--- config.mk ---
export PLATFORM = sky130hd
export DESIGN_NAME = gan_frame_serializer
export DESIGN_NICKNAME = d
export VERILOG_FILES = /design/src/rtl/gan_frame_serializer.sv
export SDC_FILE = /design/constraint.sdc
export NUM_CORES = 1
export LEC_CHECK = 0
export CORE_ASPECT_RATIO = 1.4
export CORE_MARGIN = 4
export CORE_UTILIZATION = 30
export CTS_BUF_LIST = sky130_fd_sc_hd__clkbuf_2 sky130_fd_sc_hd__clkbuf_4 sky130_fd_sc_hd__clkbuf_8
export DETAILED_ROUTE_END_ITERATION = 8
export PLACE_DENSITY = 0.43
export RECOVER_POWER = 50
export SETUP_SLACK_MARGIN = 0.2
export SYNTH_ARGS = -nofsm -noshare
export SYNTH_HDL_FRONTEND = slang
export SYNTH_SLANG_ARGS = --single-unit
export TNS_END_PERCENT = 20
--- constraint.sdc ---
create_clock -name clk -period 13.7 [get_ports clk]
set_input_delay 4.11 -clock clk [delete_from_list [all_inputs] [get_ports clk]]
set_output_delay 4.11 -clock clk [all_outputs]
set_load 0.1 [all_outputs]
--- src/rtl/gan_frame_serializer.sv ---
// Pairs generator pixels with the later discriminator score per latent pair and replays each frame as 10 beats.
// Latency in_valid -> first beat LAT_D+2 cycles, 10 beats + 1 idle per frame; m_ready low holds the beat, a full buffer drops new frames.
module gan_frame_serializer #(
    parameter int WIDTH = 32,
    parameter int LAT_G = 3,
    parameter int LAT_D = 5,
    parameter int DEPTH = 4
) (
    input  logic               clk,
    input  logic               rst,
    input  logic               in_valid,
    input  logic               in_tag,
    input  logic [9*WIDTH-1:0] pix_bus,
    input  logic [WIDTH-1:0]   disc,
    output logic [WIDTH-1:0]   m_data,
    output logic               m_valid,
    input  logic               m_ready,
    output logic               m_last,
    output logic               m_tag,
    output logic               overflow,
    output logic [7:0]         drop_count
);
    localparam int PW = $clog2(DEPTH);
    localparam logic [PW:0] FULL = (PW+1)'(DEPTH);

    typedef enum logic {IDLE, SEND} state_t;

    logic [LAT_D-1:0]   r_tok_vld;
    logic [LAT_D-1:0]   r_tok_kept;
    logic [LAT_G-1:0]   r_tok_tag;
    logic [9*WIDTH-1:0] r_pix [DEPTH];
    logic [WIDTH-1:0]   r_score [DEPTH];
    logic [DEPTH-1:0]   r_etag;
    logic [DEPTH-1:0]   r_cmp;
    logic [PW-1:0]      r_wr_ptr;
    logic [PW-1:0]      r_dsc_ptr;
    logic [PW-1:0]      r_rd_ptr;
    logic [PW:0]        r_count;
    state_t             r_state;
    logic [3:0]         r_idx;

    logic               w_pix_tok;
    logic               w_alloc;
    logic               w_drop;
    logic               w_score;
    logic               w_free;
    logic [LAT_D-1:0]   w_kept_next;
    logic [3:0]         w_nidx;
    logic [WIDTH-1:0]   w_next_word;

    // Room is judged on the count before any same-cycle free.
    assign w_pix_tok = r_tok_vld[LAT_G-1];
    assign w_alloc   = w_pix_tok && (r_count < FULL);
    assign w_drop    = w_pix_tok && !(r_count < FULL);
    assign w_score   = r_tok_vld[LAT_D-1] && r_tok_kept[LAT_D-1];
    assign w_free    = (r_state == SEND) && m_ready && (r_idx == 4'd9);

    always_comb begin
        w_kept_next        = {r_tok_kept[LAT_D-2:0], 1'b0};
        w_kept_next[LAT_G] = w_alloc;
    end

    always_comb begin
        w_nidx      = (r_state == SEND) ? r_idx + 4'd1 : 4'd0;
        w_next_word = r_score[r_rd_ptr];
        if (w_nidx < 4'd9)
            w_next_word = r_pix[r_rd_ptr][w_nidx*WIDTH +: WIDTH];
    end

    always_ff @(posedge clk) begin
        if (w_alloc) begin
            r_pix[r_wr_ptr]  <= pix_bus;
            r_etag[r_wr_ptr] <= r_tok_tag[LAT_G-1];
        end
        if (w_score)
            r_score[r_dsc_ptr] <= disc;
    end

    always_ff @(posedge clk or negedge rst) begin
        if (!rst) begin
            r_tok_vld  <= '0;
            r_tok_kept <= '0;
            r_tok_tag  <= '0;
            r_cmp      <= '0;
            r_wr_ptr   <= '0;
            r_dsc_ptr  <= '0;
            r_rd_ptr   <= '0;
            r_count    <= '0;
            overflow   <= 1'b0;
            drop_count <= 8'd0;
        end else begin
            r_tok_vld  <= {r_tok_vld[LAT_D-2:0], in_valid};
            r_tok_kept <= w_kept_next;
            r_tok_tag[0] <= in_tag;
            for (int i = 1; i < LAT_G; i++)
                r_tok_tag[i] <= r_tok_tag[i-1];
            if (w_free) begin
                r_cmp[r_rd_ptr] <= 1'b0;
                r_rd_ptr        <= r_rd_ptr + PW'(1);
            end
            if (w_alloc) begin
                r_cmp[r_wr_ptr] <= 1'b0;
                r_wr_ptr        <= r_wr_ptr + PW'(1);
            end
            if (w_score) begin
                r_cmp[r_dsc_ptr] <= 1'b1;
                r_dsc_ptr        <= r_dsc_ptr + PW'(1);
            end
            if (w_drop) begin
                overflow <= 1'b1;
                if (drop_count != 8'hFF)
                    drop_count <= drop_count + 8'd1;
            end
            case ({w_alloc, w_free})
                2'b10:   r_count <= r_count + (PW+1)'(1);
                2'b01:   r_count <= r_count - (PW+1)'(1);
                default: r_count <= r_count;
            endcase
        end
    end

    always_ff @(posedge clk or negedge rst) begin
        if (!rst) begin
            r_state <= IDLE;
            r_idx   <= 4'd0;
            m_valid <= 1'b0;
            m_last  <= 1'b0;
            m_data  <= '0;
            m_tag   <= 1'b0;
        end else begin
            case (r_state)
                IDLE: begin
                    if (r_cmp[r_rd_ptr]) begin
                        r_state <= SEND;
                        r_idx   <= 4'd0;
                        m_valid <= 1'b1;
                        m_last  <= 1'b0;
                        m_data  <= w_next_word;
                        m_tag   <= r_etag[r_rd_ptr];
                    end
                end
                SEND: begin
                    if (m_ready) begin
                        if (r_idx == 4'd9) begin
                            r_state <= IDLE;
                            m_valid <= 1'b0;
                            m_last  <= 1'b0;
                        end else begin
                            r_idx  <= w_nidx;
                            m_data <= w_next_word;
                            m_last <= (w_nidx == 4'd9);
                        end
                    end
                end
                default: r_state <= IDLE;
            endcase
        end
    end
endmodule

==> impl_metrics.csv <==
group,metric,value,unit
placed_design,numPortBuffers,368,
cts,cts-root-buf,"clkbuf_8",
yosys,synth_cells,2715,
yosys,yosysWarnings,0,
worst_setup_path,crit_path_end_kind,"flop",
grt,grt.overflow.total,0,
timing,layout_min_cycle_time,8.35,ns
hold_path,hold_path.class,"reg -> reg",
power,p_per_area,203,nW/µm²
grt,grt_pass1_vias,28800,
timing,relSlewSlack,-246,%
floorplanning,die_w,361,µm
detailed_routing,ant_nets,0,
power,switching_power,4700,µW
yosys,yosys.area.top_type,"edfxtp_1",
timing,fin_ws,5.35,ns
worst_setup_path,start_kind,"flop",
yosys,synth.distinct_cells,49,
yosys,async_flop_share,5.31,%
finish,final_core_util,36.3,%
floorplanning,die_y,503,µm
run_status,status,"finished, violations left",
finish,fillers,16200,
worst_setup_path,setup.worst_path.start,"r_count[2]$_DFFE_PN0P_",
floorplanning,core_area,174000,µm²
worst_setup_path,required,14.25,ns
placed_design,pre_cts_ws,7.43,ns
timing,setup_violations,0,
power,p_seq_share,39.7,%
power,irDropWorstVdd,0.000146,V
cts,clockBufferDepth,3,
detailed_routing,wire_per_inst,26.2,µm
detailed_routing,drtIter0Drc,1890,
finish,multi_input_area,11100,µm²
grt,grt_use_total,16.2,%
floorplanning,rows,181,
worst_setup_path,path_max_fanout,88,
yosys,synth_fp_nets,3057,
yosys,ys_ff_latch,1356,
worst_setup_path,critical_path_class,"reg -> reg",
finish,drive_above_1_share,16.4,%
yosys,synth.avg_cell_area,19.3,µm²
timing,fmax,0.120,GHz
cts,cts_made_buffers,211,
grt,antenna_found_initial,101,
worst_setup_path,r2r_start,"r_count[2]$_DFFE_PN0P_",
timing,maxSlewViolCount,786,
cts,cts_tree,"yes",
power,power.total,12800,µW
detailed_routing,routed_via_density,4.76,
cts,clkSinkCount,1356,
worst_setup_path,rr_worst_depth,5,
power,switching_share,36.7,%
placed_design,dp_hpwl,94.8,mm
placed_design,place.gp.congestion,0.750,
cts,hold_buffers,0,
cts,clkLatencyLatePin,0.96,ns
job,maxCapViolCount,15,
finish,fin_nets,3534,
cts,clkTransAtPathRegs,0.06,ns
yosys,synth_flop_cell,"edfxtp_1",
timing,finalCritPeriodShare,60.9,%
floorplanning,dieArea,182000,µm²
timing,worstMarginPinSlew,5.16,ns
finish,syn_to_final_growth,20.1,%
grt,grt_max_degree,128,
worst_setup_path,crit_arrival,8.90,ns
detailed_routing,drt_first_pass_iters,5,
finish,finalNonFillerCells,5695,
yosys,synth_area_leaders,"edfxtp_1 (74%), mux2i_1 (7.0%), mux4_2 (6.0%)",
detailed_routing,drc,0,
cts,ctsResizeCount,0,
yosys,synth_area,52500,µm²
yosys,synth_enable_flop_cells,1284,
detailed_routing,drt_wl_total,149,mm
detailed_routing,num_vias,27100,
timing,finalClockSkew,0.0638,ns
floorplanning,ios,369,
finish,final-seq-area,40400,µm²
power,internal-power,8100,µW
placed_design,dp_cells,5266,
floorplanning,initial_core_util,30.2,%
timing,hold_viol_final,0,
worst_setup_path,rrSetupSlack,5.35,ns
yosys,synth_top_area_share,73.5,%
timing,rsz0062_at_grt,"false",
run_status,violations,"capacitance limit, slew limit",
worst_setup_path,reg2reg_to,"r_pix[1][59]$_DFFE_PP_",
power,clkPwrFrac,26.9,%
yosys,synth-seq-area-share,76.9,%
cts,cts_max_level,4,
grt,grt_pass1_wl,209,mm
cts,cts_setup_buffers,0,
worst_setup_path,critPathCapture,"r_pix[1][59]$_DFFE_PP_",
power,p_comb_share,33.4,%
power,leakage,0.0217,µW
timing,tns,0,ns
-- power groups by stage --
stage	sequential, µW	combinational [µW]	clock [µW]
floorplan	5530	2210	0
global placement	5130	4400	0
detailed placement	5150	4430	0
CTS	5060	4440	3580
global route	5110	4570	3760
finish	5070	4270	3450
-- kinds of logic after synthesis --
family                     after synthesis  synth area share, %
AOI/OAI and AO/OA                      309                 4.30
DFF                                   1356                 76.9
adders and majority gates               17                0.420
muxes                                  514                 13.1
and+or+nand+nor                        326                 2.98
buffers and inverters                  179                 1.98
xor gates and xnor gates                14                0.234
-- metrics by stage --
stage               hold WS, ns  area [µm²]
floorplan                 0.331       52500
global placement          0.336       58600
detailed placement        0.336       58600
CTS                       0.347       62900
global route              0.352       62900
finish                    0.347       63000
-- cells in the mapped netlist (18+ instances only) --
cell type,count
a211oi_1,61
a22o_1,29
a22oi_1,61
a31oi_1,29
buf_2,23
buf_4,32
buf_6,18
clkbuf_1,72
dfrtp_1,72
edfxtp_1,1284
mux2i_1,367
mux4_2,139
nand2_1,172
nand4_1,60
nor3_1,29
nor4_1,29
o22ai_1,64
o31a_1,29
-- cells in the final DEF, fill, tap and decap left out, types with 49 or more instances in the layout --
cell	netlist	final
a22oi_1	61	61
edfxtp_1	1284	1284
mux2i_1	367	366
dfrtp_1	72	70
clkdlybuf4s50_1	0	271
dlygate4sd3_1	0	96
clkinv_1	0	49
o22ai_1	64	64
a211oi_1	61	61
nand2_1	172	171
clkbuf_8	0	220
nand4_1	60	60
mux4_2	139	139
clkbuf_4	0	52
-- how the worst min path moves through the flow --
| stage | startpoint | end | slack (ns) | depth (start not counted) |
|---|---|---|---|---|
| 2_1_floorplan | r_tok_kept[3]$_DFF_PN0_ | r_tok_kept[4]$_DFF_PN0_ | 0.33 | 0 |
| 3_3_place_gp | r_tok_vld[0]$_DFF_PN0_ | r_tok_vld[1]$_DFF_PN0_ | 0.34 | 0 |
| 3_5_place_dp | r_tok_vld[1]$_DFF_PN0_ | r_tok_vld[2]$_DFF_PN0_ | 0.34 | 0 |
| 4_1_cts | r_tok_vld[0]$_DFF_PN0_ | r_tok_vld[1]$_DFF_PN0_ | 0.35 | 0 |
| 5_1_grt | r_tok_vld[0]$_DFF_PN0_ | r_tok_vld[1]$_DFF_PN0_ | 0.35 | 0 |
| 6_report | r_tok_vld[0]$_DFF_PN0_ | r_tok_vld[1]$_DFF_PN0_ | 0.35 | 0 |
-- critical path, cell delays in order, from the launching register on --
cell and delay (ns):
dfrtp_1 0.40, nor2b_1 0.48, nand2_1 0.17, clkinvlp_2 2.97
clkbuf_1 2.81, buf_4 0.91
-- flip-flops by register name, indices dropped and copies added (netlist names), 4 cells and up --
signal,cells
r_pix,1152
r_score,128
m_data,32
drop_count,8
r_tok_vld,5
r_cmp,4
r_etag,4
r_idx,4
-- per-layer routing --
metal / vias to the layer above / routed length (µm) / GRT usage, %
met5: - / 394 / 0
met4: 62 / 4830 / 5.96
met3: 279 / 13300 / 6.70
met2: 783 / 72300 / 26.9
met1: 13800 / 58500 / 18.8
li1: 12200 / - / -
-- layout make-up --
type                            count  area share (%)
Sequential cell                  1356            64.1
Multi-Input combinational cell   1180            17.7
Timing Repair Buffer              426            6.54
Clock buffer                      272            5.43
Tap cell                         2287            4.54
Clock inverter                    112            1.39
Antenna cell                       45           0.179
Inverter                           17           0.109
No activity file was read; power rests on OpenSTA's default activity.
